File: src/rtl/processor_pkg.sv
// Shared types for processor_core_p: instruction opcodes, ALU function codes
// and the control FSM states.
package processor_pkg;

  typedef enum logic [1:0] {
    OP_READ = 2'b00,
    OP_ALUI = 2'b01,
    OP_LOAD = 2'b10,
    OP_ALUR = 2'b11
  } opcode_e;

  typedef enum logic [3:0] {
    F_AND  = 4'd0,
    F_OR   = 4'd1,
    F_XOR  = 4'd2,
    F_NAND = 4'd3,
    F_NOR  = 4'd4,
    F_XNOR = 4'd5,
    F_ADD  = 4'd6,
    F_SUB  = 4'd7,
    F_MUL  = 4'd8,
    F_DIV  = 4'd9,
    F_MOD  = 4'd10,
    F_LT   = 4'd11,
    F_GT   = 4'd12,
    F_EQ   = 4'd13,
    F_SHL  = 4'd14,
    F_SHR  = 4'd15
  } func_e;

  typedef enum logic [1:0] {
    S_IDLE = 2'd0,
    S_EXEC = 2'd1,
    S_HOLD = 2'd2
  } state_e;

  function automatic logic is_muldiv(input func_e f);
    return (f == F_MUL) || (f == F_DIV) || (f == F_MOD);
  endfunction

endpackage

File: src/rtl/seq_muldiv.sv
// Iterative unsigned multiplier (shift-add) and restoring divider. One step per
// cycle, the first step taken on the start edge; done is high DATA_W cycles later.
module seq_muldiv #(
  parameter int DATA_W = 4
) (
  input  logic                  clk,
  input  logic                  rst,
  input  logic                  start,
  input  logic [DATA_W-1:0]     a,
  input  logic [DATA_W-1:0]     b,
  output logic                  done,
  output logic [2*DATA_W-1:0]   product,
  output logic [DATA_W-1:0]     quotient,
  output logic [DATA_W-1:0]     remainder
);

  localparam int CW = $clog2(DATA_W + 1);
  localparam logic [CW-1:0] CNT_LAST = CW'(DATA_W);

  logic                run;
  logic [CW-1:0]       cnt;
  logic [2*DATA_W-1:0] acc, mcand;
  logic [DATA_W-1:0]   mplier, rem, quo, dvsr;

  logic [2*DATA_W-1:0] s_acc, s_mcand, acc_n, mcand_n;
  logic [DATA_W-1:0]   s_mplier, s_rem, s_quo, s_dvsr;
  logic [DATA_W-1:0]   mplier_n, rem_n, quo_n;
  logic [DATA_W:0]     rem_sh;

  // The start edge seeds the datapath from the operands and applies step one.
  always_comb begin
    // NOTE: every variable gets a default first so no path leaves it unassigned
    // and no latch is inferred.
    s_acc    = start ? '0 : acc;
    s_mcand  = start ? {{DATA_W{1'b0}}, a} : mcand;
    s_mplier = start ? b : mplier;
    s_rem    = start ? '0 : rem;
    s_quo    = start ? a : quo;
    s_dvsr   = start ? b : dvsr;

    acc_n    = s_mplier[0] ? (s_acc + s_mcand) : s_acc;
    mcand_n  = s_mcand << 1;
    mplier_n = s_mplier >> 1;

    rem_sh = {s_rem, s_quo[DATA_W-1]};
    if (rem_sh >= {1'b0, s_dvsr}) begin
      // The true difference is below the divisor, so DATA_W bits suffice.
      rem_n = rem_sh[DATA_W-1:0] - s_dvsr;
      quo_n = {s_quo[DATA_W-2:0], 1'b1};
    end else begin
      rem_n = rem_sh[DATA_W-1:0];
      quo_n = {s_quo[DATA_W-2:0], 1'b0};
    end
  end

  assign done      = run && (cnt == CNT_LAST);
  assign product   = acc;
  assign quotient  = quo;
  assign remainder = rem;

  always_ff @(posedge clk) begin
    // NOTE: sequential state uses non-blocking assignments so every register
    // samples pre-edge values regardless of statement order.
    if (rst) begin
      run    <= 1'b0;
      cnt    <= '0;
      acc    <= '0;
      mcand  <= '0;
      mplier <= '0;
      rem    <= '0;
      quo    <= '0;
      dvsr   <= '0;
    end else if (start || (run && !done)) begin
      run    <= 1'b1;
      cnt    <= start ? CW'(1) : cnt + CW'(1);
      acc    <= acc_n;
      mcand  <= mcand_n;
      mplier <= mplier_n;
      rem    <= rem_n;
      quo    <= quo_n;
      dvsr   <= s_dvsr;
    end else if (done) begin
      run <= 1'b0;
      cnt <= '0;
    end
  end

endmodule

File: src/rtl/processor_core_p.sv
// Parametrised single-issue processor core: register file, combinational ALU,
// iterative MUL/DIV/MOD, valid/ready instruction and result channels.
module processor_core_p
  import processor_pkg::*;
#(
  parameter  int DATA_W = 4,
  parameter  int NREGS  = 8,
  localparam int RA     = $clog2(NREGS),
  localparam int INST_W = 6 + 3 * RA + DATA_W
) (
  input  logic                clk,
  input  logic                rst,
  input  logic                inst_valid,
  output logic                inst_ready,
  input  logic [INST_W-1:0]   inst,
  output logic                res_valid,
  input  logic                res_ready,
  output logic [2*DATA_W-1:0] result,
  output logic                zero,
  output logic                busy
);

  typedef logic [DATA_W-1:0]   word_t;
  typedef logic [2*DATA_W-1:0] wide_t;

  state_e          state, state_next;
  word_t           regs [NREGS];
  wide_t           result_q;
  logic            zero_q;
  logic [RA-1:0]   rd_q, rd_hi;
  func_e           func_q;

  opcode_e         opcode;
  func_e           func;
  logic [RA-1:0]   rs1, rs2, rd;
  word_t           imm, in1, in2, alu_w;
  wide_t           alu_res, single_res, md_res;
  logic            is_alu, go_multi, accept, md_start, single_we;
  word_t           single_wd;

  logic            md_done;
  wide_t           md_product;
  word_t           md_quotient, md_remainder;

  assign opcode = opcode_e'(inst[1:0]);
  assign func   = func_e'(inst[5:2]);
  assign rs2    = inst[6 +: RA];
  assign rs1    = inst[6 + RA +: RA];
  assign rd     = inst[6 + 2 * RA +: RA];
  assign imm    = inst[6 + 3 * RA +: DATA_W];

  assign in1 = regs[rs1];
  assign in2 = (opcode == OP_ALUR) ? regs[rs2] : imm;

  always_comb begin
    alu_w = '0;
    case (func)
      F_AND:  alu_w = in1 & in2;
      F_OR:   alu_w = in1 | in2;
      F_XOR:  alu_w = in1 ^ in2;
      F_NAND: alu_w = ~(in1 & in2);
      F_NOR:  alu_w = ~(in1 | in2);
      F_XNOR: alu_w = ~(in1 ^ in2);
      F_ADD:  alu_w = in1 + in2;
      F_SUB:  alu_w = in1 - in2;
      F_MOD:  alu_w = in1;
      F_LT:   alu_w = word_t'(in1 < in2);
      F_GT:   alu_w = word_t'(in1 > in2);
      F_EQ:   alu_w = word_t'(in1 == in2);
      F_SHL:  alu_w = (int'(in2) >= DATA_W) ? '0 : (in1 << in2);
      F_SHR:  alu_w = (int'(in2) >= DATA_W) ? '0 : (in1 >> in2);
      default: alu_w = '0;
    endcase
    // Only a divide by zero reaches here for F_DIV; it saturates the full width.
    alu_res = (func == F_DIV) ? '1 : {{DATA_W{1'b0}}, alu_w};
  end

  assign is_alu   = (opcode == OP_ALUI) || (opcode == OP_ALUR);
  assign go_multi = is_alu && is_muldiv(func) && ((func == F_MUL) || (in2 != '0));
  assign accept   = (state == S_IDLE) && inst_valid;
  assign md_start = accept && go_multi;

  always_comb begin
    single_res = '0;
    single_we  = 1'b0;
    single_wd  = '0;
    case (opcode)
      OP_READ: single_res = {{DATA_W{in1[DATA_W-1]}}, in1};
      OP_LOAD: begin
        single_res = {{DATA_W{1'b0}}, imm};
        single_we  = 1'b1;
        single_wd  = imm;
      end
      default: begin
        single_res = alu_res;
        single_we  = 1'b1;
        single_wd  = alu_res[DATA_W-1:0];
      end
    endcase
  end

  seq_muldiv #(.DATA_W(DATA_W)) u_muldiv (
    .clk       (clk),
    .rst       (rst),
    .start     (md_start),
    .a         (in1),
    .b         (in2),
    .done      (md_done),
    .product   (md_product),
    .quotient  (md_quotient),
    .remainder (md_remainder)
  );

  always_comb begin
    case (func_q)
      F_MUL:   md_res = md_product;
      F_DIV:   md_res = {{DATA_W{1'b0}}, md_quotient};
      default: md_res = {{DATA_W{1'b0}}, md_remainder};
    endcase
  end

  // RA-bit add wraps, so a MUL into the last register spills its high half to r0.
  assign rd_hi = rd_q + RA'(1);

  always_ff @(posedge clk) begin
    if (rst) state <= S_IDLE;
    else     state <= state_next;
  end

  always_comb begin
    state_next = state;
    case (state)
      S_IDLE: if (inst_valid) state_next = go_multi ? S_EXEC : S_HOLD;
      S_EXEC: if (md_done)    state_next = S_HOLD;
      S_HOLD: if (res_ready)  state_next = S_IDLE;
      default:                state_next = S_IDLE;
    endcase
  end

  always_ff @(posedge clk) begin
    if (rst) begin
      // NOTE: the register file is reset explicitly because its contents are
      // architecturally visible after reset; this keeps it in flops, not RAM.
      for (int i = 0; i < NREGS; i++) regs[i] <= '0;
      result_q <= '0;
      zero_q   <= 1'b0;
      rd_q     <= '0;
      func_q   <= F_AND;
    end else begin
      if (md_start) begin
        rd_q   <= rd;
        func_q <= func;
      end else if (accept) begin
        if (single_we) regs[rd] <= single_wd;
        result_q <= single_res;
        zero_q   <= (single_res == '0);
      end
      if ((state == S_EXEC) && md_done) begin
        regs[rd_q] <= md_res[DATA_W-1:0];
        if (func_q == F_MUL) regs[rd_hi] <= md_res[2*DATA_W-1:DATA_W];
        result_q <= md_res;
        zero_q   <= (md_res == '0);
      end
    end
  end

  assign inst_ready = (state == S_IDLE);
  assign res_valid  = (state == S_HOLD);
  assign busy       = (state != S_IDLE);
  assign result     = result_q;
  assign zero       = zero_q;

endmodule
File: config.mk
export PLATFORM = sky130hd
export DESIGN_NAME = processor_core_p
export DESIGN_NICKNAME = d
export VERILOG_FILES = /design/src/rtl/processor_pkg.sv /design/src/rtl/seq_muldiv.sv /design/src/rtl/processor_core_p.sv
export SDC_FILE = /design/constraint.sdc
export NUM_CORES = 1
export LEC_CHECK = 0
export ABC_AREA = 1
export CELL_PAD_IN_SITES_DETAIL_PLACEMENT = 1
export CELL_PAD_IN_SITES_GLOBAL_PLACEMENT = 1
export CORE_MARGIN = 1
export CORE_UTILIZATION = 40
export CTS_CLUSTER_SIZE = 24
export DETAILED_ROUTE_END_ITERATION = 8
export PLACE_DENSITY = 0.8
export SETUP_SLACK_MARGIN = 0.05
export SLEW_MARGIN = 20
export SYNTH_ARGS = -nofsm -noshare
export SYNTH_HDL_FRONTEND = slang
export SYNTH_SLANG_ARGS = --single-unit
File: constraint.sdc
create_clock -name clk -period 3.3 [get_ports clk]
set_input_delay 0.33 -clock clk [delete_from_list [all_inputs] [get_ports clk]]
set_output_delay 0.33 -clock clk [all_outputs]
set_load 0.01 [all_outputs]
==> flow_metrics.py, run 1 <==
metrics = {
    "run_status": {
        "status": "complete, but fails checks",
        "failed_checks": "negative setup slack",
    },
    "setup_path": {
        "r2r_slack_ns": -0.06,
        "cp.required_ns": 3.38,
        "critPathArrivalTime_ns": 3.44,
        "crit_type": "reg -> reg",
        "critPathCaptureType": "flip-flop",
        "crit_fanout": 8,
        "start_kind": "flip-flop",
    },
    "logic_synthesis": {
        "synth_top_family_by_area": "simple AND/OR/NAND/NOR gates",
        "synthSimpleGateAreaFrac": 0.344,
        "synthAdderAreaFrac": 0.0632,
        "muxShareOfSynthArea": 0,
        "synth_top_area_share": 0.167,
        "synthArstFlopShare": 0,
        "yosys-top-cells-area": "dfxtp_1 (17%), edfxtp_1 (15%), nand2_1 (15%)",
        "ys_types": 50,
        "seq_area_frac_synth": 0.322,
        "synthMostInstantiatedCell": "nand2_1",
        "synth_xor_area_frac": 0.0113,
        "synth_edf_count": 32,
        "synthFlopType": "dfxtp_1",
        "netlist_top_cells_count": "nand2_1 (242), inv_1 (120), nor2_1 (84)",
        "yosys.area.top_type": "dfxtp_1",
        "synth_cells": 914,
        "synth_seq_cells": 84,
        "syn_nets": 966,
        "avgSynthCellArea_um2": 6.80,
        "synth_warnings": 0,
        "synth-compound-area-share": 0.151,
        "netlist_area_um2": 6220,
    },
    "grt": {
        "grt_use_met2": 0.513,
        "grt.met1_usage": 0.385,
        "antenna_found_initial": 0,
        "grt_pass1_vias": 7012,
        "grt_use_met3": 0.0321,
        "overflow": 0,
        "grtUsageTotal": 0.296,
        "grt_busiest_layer": "met2",
        "grt_pass1_wl_um": 37000,
        "grt_max_degree": 35,
    },
    "detailed_routing": {
        "wl_per_cell_um": 21.7,
        "vias_per_cell": 5.78,
        "via_count": 7328,
        "postRouteAntennaNets": 0,
        "remaining_drc_errors": 0,
        "first_pass_iters": 5,
        "wirelength_um": 27600,
        "drtIter0Drc": 632,
    },
    "floorplanning": {
        "row_count": 45,
        "die_x_um": 127,
        "io_pins": 35,
        "die_area_um2": 16000,
        "initial_core_util": 0.409,
        "core_um2": 15200,
        "floorplan.die.height_um": 127,
    },
    "timing": {
        "tightest_slew_ns": 0.882,
        "fmax_mhz": 298,
        "period_needed_ns": 3.36,
        "finClkSkew_ns": 0.0104,
        "hold_viol": 0,
        "finalWorstSetupSlack_ns": -0.0608,
        "slew_violations": 0,
        "grt_setup_unrepaired": "true",
        "post-route-period-util": 1.02,
        "setup_viol": 8,
        "max_slew_margin": 0.411,
    },
    "clock_tree": {
        "clock-sinks": 84,
        "root_buffer": "clkbuf_16",
        "cts_inserted_buffers": 9,
        "cts_tree": "built",
        "clockBufferDepth": 2,
        "htree_levels": 3,
        "ctsHoldBuffers": 0,
        "clk_latency_ns": 0.36,
        "path_clk_slew_ns": 0.07,
    },
    "final_layout": {
        "fillerInstances": 1907,
        "antenna_cells": 0,
        "multi_input_area_um2": 4210,
        "fin_nets": 1126,
        "syn2layout_area_growth_pct": 41.0,
        "seqCellArea_um2": 2000,
        "drive_gt1_frac": 0.341,
        "fin_cells": 1267,
        "postLayoutCoreUtil": 0.577,
    },
    "power": {
        "power.density_nw_per_um2": 357,
        "power.total_w": 0.00313,
        "leakage_nw": 3.93,
        "ir_drop_mv": 0.298,
    },
    "placement": {
        "dp_cells": 1216,
        "hpwl_um": 17200,
        "io_buffers": 34,
        "gp_congestion": 0.920,
    },
    "run": {
        "maxCapViolCount": 0,
    },
    "min_path": {
        "worstHoldPathType": "reg -> reg",
    },
}
==> repair_timing <==
item	CTS	global route
pin swaps	14	84
buffers inserted	13	21
cloned	0	2
resized for setup	37	202
setup endpoints to repair	43	56
==> critical path: stages (launching register included) <==
cell and delay [ns]:
edfxtp_1 0.46, buf_6 0.15, o211ai_1 0.16, nand2_1 0.09, nand2_1 0.08, nand2_2 0.09
inv_2 0.10, ha_4 0.15, fa_2 0.21, inv_2 0.05, a21oi_2 0.18, o21ai_2 0.09
buf_4 0.13, o21ai_2 0.10, nand4_1 0.12, nor2_1 0.16, nand3_1 0.16, nand2_2 0.14
nand2_2 0.06, nand2_2 0.09, nand2_4 0.12, nand2_1 0.09, o21ai_1 0.09
==> cell type report <==
cell class              count  area share
multi-input cells         668       0.480
flip-flops and latches     84       0.228
repair buffers            171       0.167
inverters                 140      0.0624
well taps                 188      0.0268
clock buffers               9      0.0257
clock inverters             7     0.00942
==> through the flow <==
stage / setup WS (ns) / setup TNS (ns) / hold WS [ns] / cell area, µm²
after floorplan: 0.0650 / 0 / 0.417 / 6220
after global placement: -0.599 / -19.48 / 0.430 / 7440
after detailed placement: -0.755 / -24.25 / 0.430 / 7440
after CTS: 0.0511 / 0 / 0.441 / 7950
after global routing: -0.247 / -2.99 / 0.499 / 8770
final: -0.0608 / -0.230 / 0.490 / 8770
==> logic make-up (layout without fill, tap and decap cells) <==
family,after synthesis,in the layout
AO/OA/AOI/OAI,162,162
buffers and inverters,162,327
XOR/XNOR,8,8
AND/OR/NAND/NOR,468,468
flip-flops,84,84
other,1,1
adder cells (fa/ha/maj),29,29
==> state kept, by name, indices dropped and copies added (netlist names), named ones only <==
name	flops
func_q	4
rd_q	3
regs	32
result	8
state	2
u_muldiv.cnt	3
u_muldiv.dvsr	4
u_muldiv.mcand	7
u_muldiv.mplier	3
u_muldiv.product	7
u_muldiv.quotient	4
u_muldiv.remainder	4
u_muldiv.run	1
zero	1
==> path summary, 6_finish.rpt <==
kind | cells after the start | startpoint | to
max | 22 | regs[4][0]$_DFFE_PP_ | regs[6][0]$_DFFE_PP_
min | 2 | func_q[2]$_SDFFE_PP0P_ | func_q[2]$_SDFFE_PP0P_
max reg2reg | 22 | regs[4][0]$_DFFE_PP_ | regs[6][0]$_DFFE_PP_
min reg2reg | 2 | func_q[2]$_SDFFE_PP0P_ | func_q[2]$_SDFFE_PP0P_
==> layout by cell type (no fill, tap or decap), types with 4 or more instances in the layout <==
master,instances
inv_1,92
o211ai_1,14
nor2_2,7
a2111oi_0,4
nor2_1,78
o22ai_1,6
a21oi_2,9
ha_4,12
a31oi_1,8
nand4_1,6
nand2_1,187
clkbuf_16,11
o21ai_2,19
ha_1,13
nand2_2,52
nor3_1,10
buf_6,10
edfxtp_1,32
inv_2,41
a21oi_1,23
clkdlybuf4s50_1,27
nand2_4,13
buf_4,122
a21oi_4,5
nand3_2,9
inv_4,5
xor2_1,6
nand3_1,74
o21ai_1,30
or2_2,8
o21ai_0,24
nand2_8,5
dfxtp_1,52
nor2_4,9
==> report_power, final <==
group | switching [W] | internal [W] | leakage [nW]
combinational | 0.000533 | 0.000358 | 3.03
clock | 0.000501 | 0.000601 | 0.145
sequential | 0.0000294 | 0.00111 | 0.755
==> routing by layer <==
layer | vias to the layer above | routed length (µm)
li1 | 3311 | -
met1 | 3620 | 11500
met2 | 301 | 13600
met3 | 96 | 1370
met4 | 0 | 1100
met5 | - | 0
(Power assumes the default switching activity.)
==> inputs of run 2 (changes only) <==
--- a/config.mk
+++ b/config.mk
@@ -14,7 +14,6 @@
 export DETAILED_ROUTE_END_ITERATION = 8
 export PLACE_DENSITY = 0.8
 export SETUP_SLACK_MARGIN = 0.05
-export SLEW_MARGIN = 20
 export SYNTH_ARGS = -nofsm -noshare
 export SYNTH_HDL_FRONTEND = slang
 export SYNTH_SLANG_ARGS = --single-unit
==> results of run 2 <==
Final layout, timing and power as in run 1 (identical DEF).
==> inputs of run 3 (changes only) <==
--- a/config.mk
+++ b/config.mk
@@ -14,6 +14,7 @@
 export DETAILED_ROUTE_END_ITERATION = 8
 export PLACE_DENSITY = 0.8
 export SETUP_SLACK_MARGIN = 0.05
+export SKIP_CTS_REPAIR_TIMING = 1
 export SYNTH_ARGS = -nofsm -noshare
 export SYNTH_HDL_FRONTEND = slang
 export SYNTH_SLANG_ARGS = --single-unit
==> constraint.sdc (replaced) <==
create_clock -name clk -period 3.3 [get_ports clk]
set_input_delay 0.66 -clock clk [delete_from_list [all_inputs] [get_ports clk]]
set_output_delay 0.66 -clock clk [all_outputs]
set_load 0.01 [all_outputs]
==> flow_metrics.py, run 3 (synthesis gave the netlist of run 1 again) <==
metrics = {
    "grt": {
        "grt_max_degree": 32,
        "overflow": 0,
        "antenna_found_initial": 0,
        "grtUsageTotal": 0.292,
        "grt_pass1_wl_um": 36700,
        "grt_pass1_vias": 7101,
    },
    "power": {
        "power.density_nw_per_um2": 365,
        "ir_drop_mv": 0.330,
        "leakage_nw": 4.00,
    },
    "clock_tree": {
        "cts_inserted_buffers": 9,
        "path_clk_slew_ns": 0.07,
        "htree_levels": 3,
        "clockBufferDepth": 2,
        "cts_tree": "built",
        "root_buffer": "clkbuf_16",
        "clk_latency_ns": 0.35,
        "clock-sinks": 84,
    },
    "floorplanning": {
        "io_pins": 35,
        "initial_core_util": 0.409,
        "floorplan.die.height_um": 127,
        "die_area_um2": 16000,
        "row_count": 45,
        "core_um2": 15200,
        "die_x_um": 127,
    },
    "final_layout": {
        "antenna_cells": 0,
        "multi_input_area_um2": 4140,
        "drive_gt1_frac": 0.326,
        "top_register": "regs",
        "final_common_cell": "nand2_1",
        "syn2layout_area_growth_pct": 41.7,
        "fin_nets": 1128,
        "largest_reg_flops": 32,
        "postLayoutCoreUtil": 0.580,
        "fin_area_um2": 8810,
        "fillerInstances": 1925,
        "final_cell_mix": "nand2_1 (198), buf_4 (119), inv_1 (96), nor2_1 (76), nand3_1 (70)",
        "seqCellArea_um2": 2000,
    },
    "timing": {
        "setup_viol": 11,
        "fmax_mhz": 293,
        "hold_ws_ns": 0.477,
        "max_slew_margin": 0.443,
        "post-route-period-util": 1.03,
        "grt_setup_unrepaired": "true",
        "finClkSkew_ns": 0.00747,
        "tightest_slew_ns": 0.835,
        "period_needed_ns": 3.42,
        "finalWorstSetupSlack_ns": -0.115,
        "hold_viol": 0,
        "slew_violations": 0,
    },
    "detailed_routing": {
        "via_count": 7241,
        "drtIter0Drc": 736,
        "first_pass_iters": 5,
        "wl_per_cell_um": 21.3,
        "remaining_drc_errors": 0,
        "vias_per_cell": 5.71,
        "wirelength_um": 27000,
        "postRouteAntennaNets": 0,
    },
    "setup_path": {
        "crit_type": "reg -> reg",
        "r2r-end": "u_muldiv.product[7]$_SDFFE_PP0P_",
        "cp.required_ns": 3.54,
        "r2r_slack_ns": -0.12,
        "crit_fanout": 8,
        "start_kind": "flip-flop",
        "worstReg2RegStart": "regs[3][0]$_DFFE_PP_",
        "critPathArrivalTime_ns": 3.66,
        "critPathCaptureType": "flip-flop",
        "worstRegToRegCells": 23,
    },
    "placement": {
        "io_buffers": 34,
        "placed_area_um2": 7590,
        "gp_congestion": 0.908,
        "hpwl_um": 17400,
    },
    "min_path": {
        "min_to": "u_muldiv.mplier[2]$_SDFFE_PP0P_",
        "min_from": "u_muldiv.mplier[2]$_SDFFE_PP0P_",
        "worstHoldPathType": "reg -> reg",
        "whs_path_depth": 2,
    },
    "run_status": {
        "status": "complete, but fails checks",
        "failed_checks": "negative setup slack",
    },
    "run": {
        "maxCapViolCount": 0,
    },
}
## run 3: layout make-up
type                       instances  share of cell area
tap                              188              0.0267
clock buffer                       9              0.0256
clock inverter                     7              0.0119
timing repair inverter             1            0.000710
inverter                         140              0.0629
timing repair buffer             172               0.175
multi-input combinational        668               0.470
sequential                        84               0.227
## run 3: worst max path at each step
stage                    startpoint  slack (ns)                                 end
3_5_place_dp                inst[6]       -0.98                regs[1][2]$_DFFE_PP_
6_report       regs[3][0]$_DFFE_PP_       -0.12    u_muldiv.product[7]$_SDFFE_PP0P_
4_1_cts                     inst[6]       -0.64                regs[1][2]$_DFFE_PP_
5_1_grt        regs[3][0]$_DFFE_PP_       -0.26  u_muldiv.remainder[1]$_SDFFE_PP0P_
2_1_floorplan               inst[7]       -0.03    u_muldiv.product[7]$_SDFFE_PP0P_
3_3_place_gp                inst[6]       -0.86                regs[0][2]$_DFFE_PP_
## run 3: per-layer routing
| layer | wire length [µm] | track usage |
|---|---|---|
| met4 | 1000 | 0.0861 |
| met2 | 13300 | 0.514 |
| met1 | 11300 | 0.380 |
| met3 | 1360 | 0.0270 |
| met5 | 0 | 0 |
## run 3: per-stage QoR
step / cells / TNS, ns / worst slack [ns] / power, W
2_1_floorplan: 914 / -0.0721 / -0.0349 / 0.00155
3_3_place_gp: 1226 / -32.00 / -0.856 / 0.00185
3_5_place_dp: 1226 / -37.64 / -0.979 / 0.00188
4_1_cts: 1242 / -20.74 / -0.640 / 0.00302
5_1_grt: 1269 / -4.69 / -0.264 / 0.00330
6_report: 1269 / -0.485 / -0.115 / 0.00322
## run 3: worst max-delay path, cell delays in order (launching register included)
cell and delay (ns):
edfxtp_1 0.38, inv_1 0.14, nand2_1 0.09, nand3_2 0.09, nand3_2 0.09, nand3_4 0.12
nand2_8 0.08, a21oi_4 0.15, nand3_4 0.09, nand2_4 0.11, nor2_8 0.05, buf_6 0.15
o21ai_1 0.46, ha_4 0.25, inv_2 0.08, o31ai_4 0.28, a21oi_2 0.08, inv_1 0.07
a21oi_2 0.05, nand3b_1 0.14, nand2_1 0.09, nor2_1 0.04, o21ai_1 0.12, nor2_1 0.07
## run 3: power breakdown
group          leakage, nW  internal, W  switching [W]
Sequential           0.755      0.00111      0.0000280
Combinational         3.09     0.000383       0.000536
Clock                0.160     0.000678       0.000486
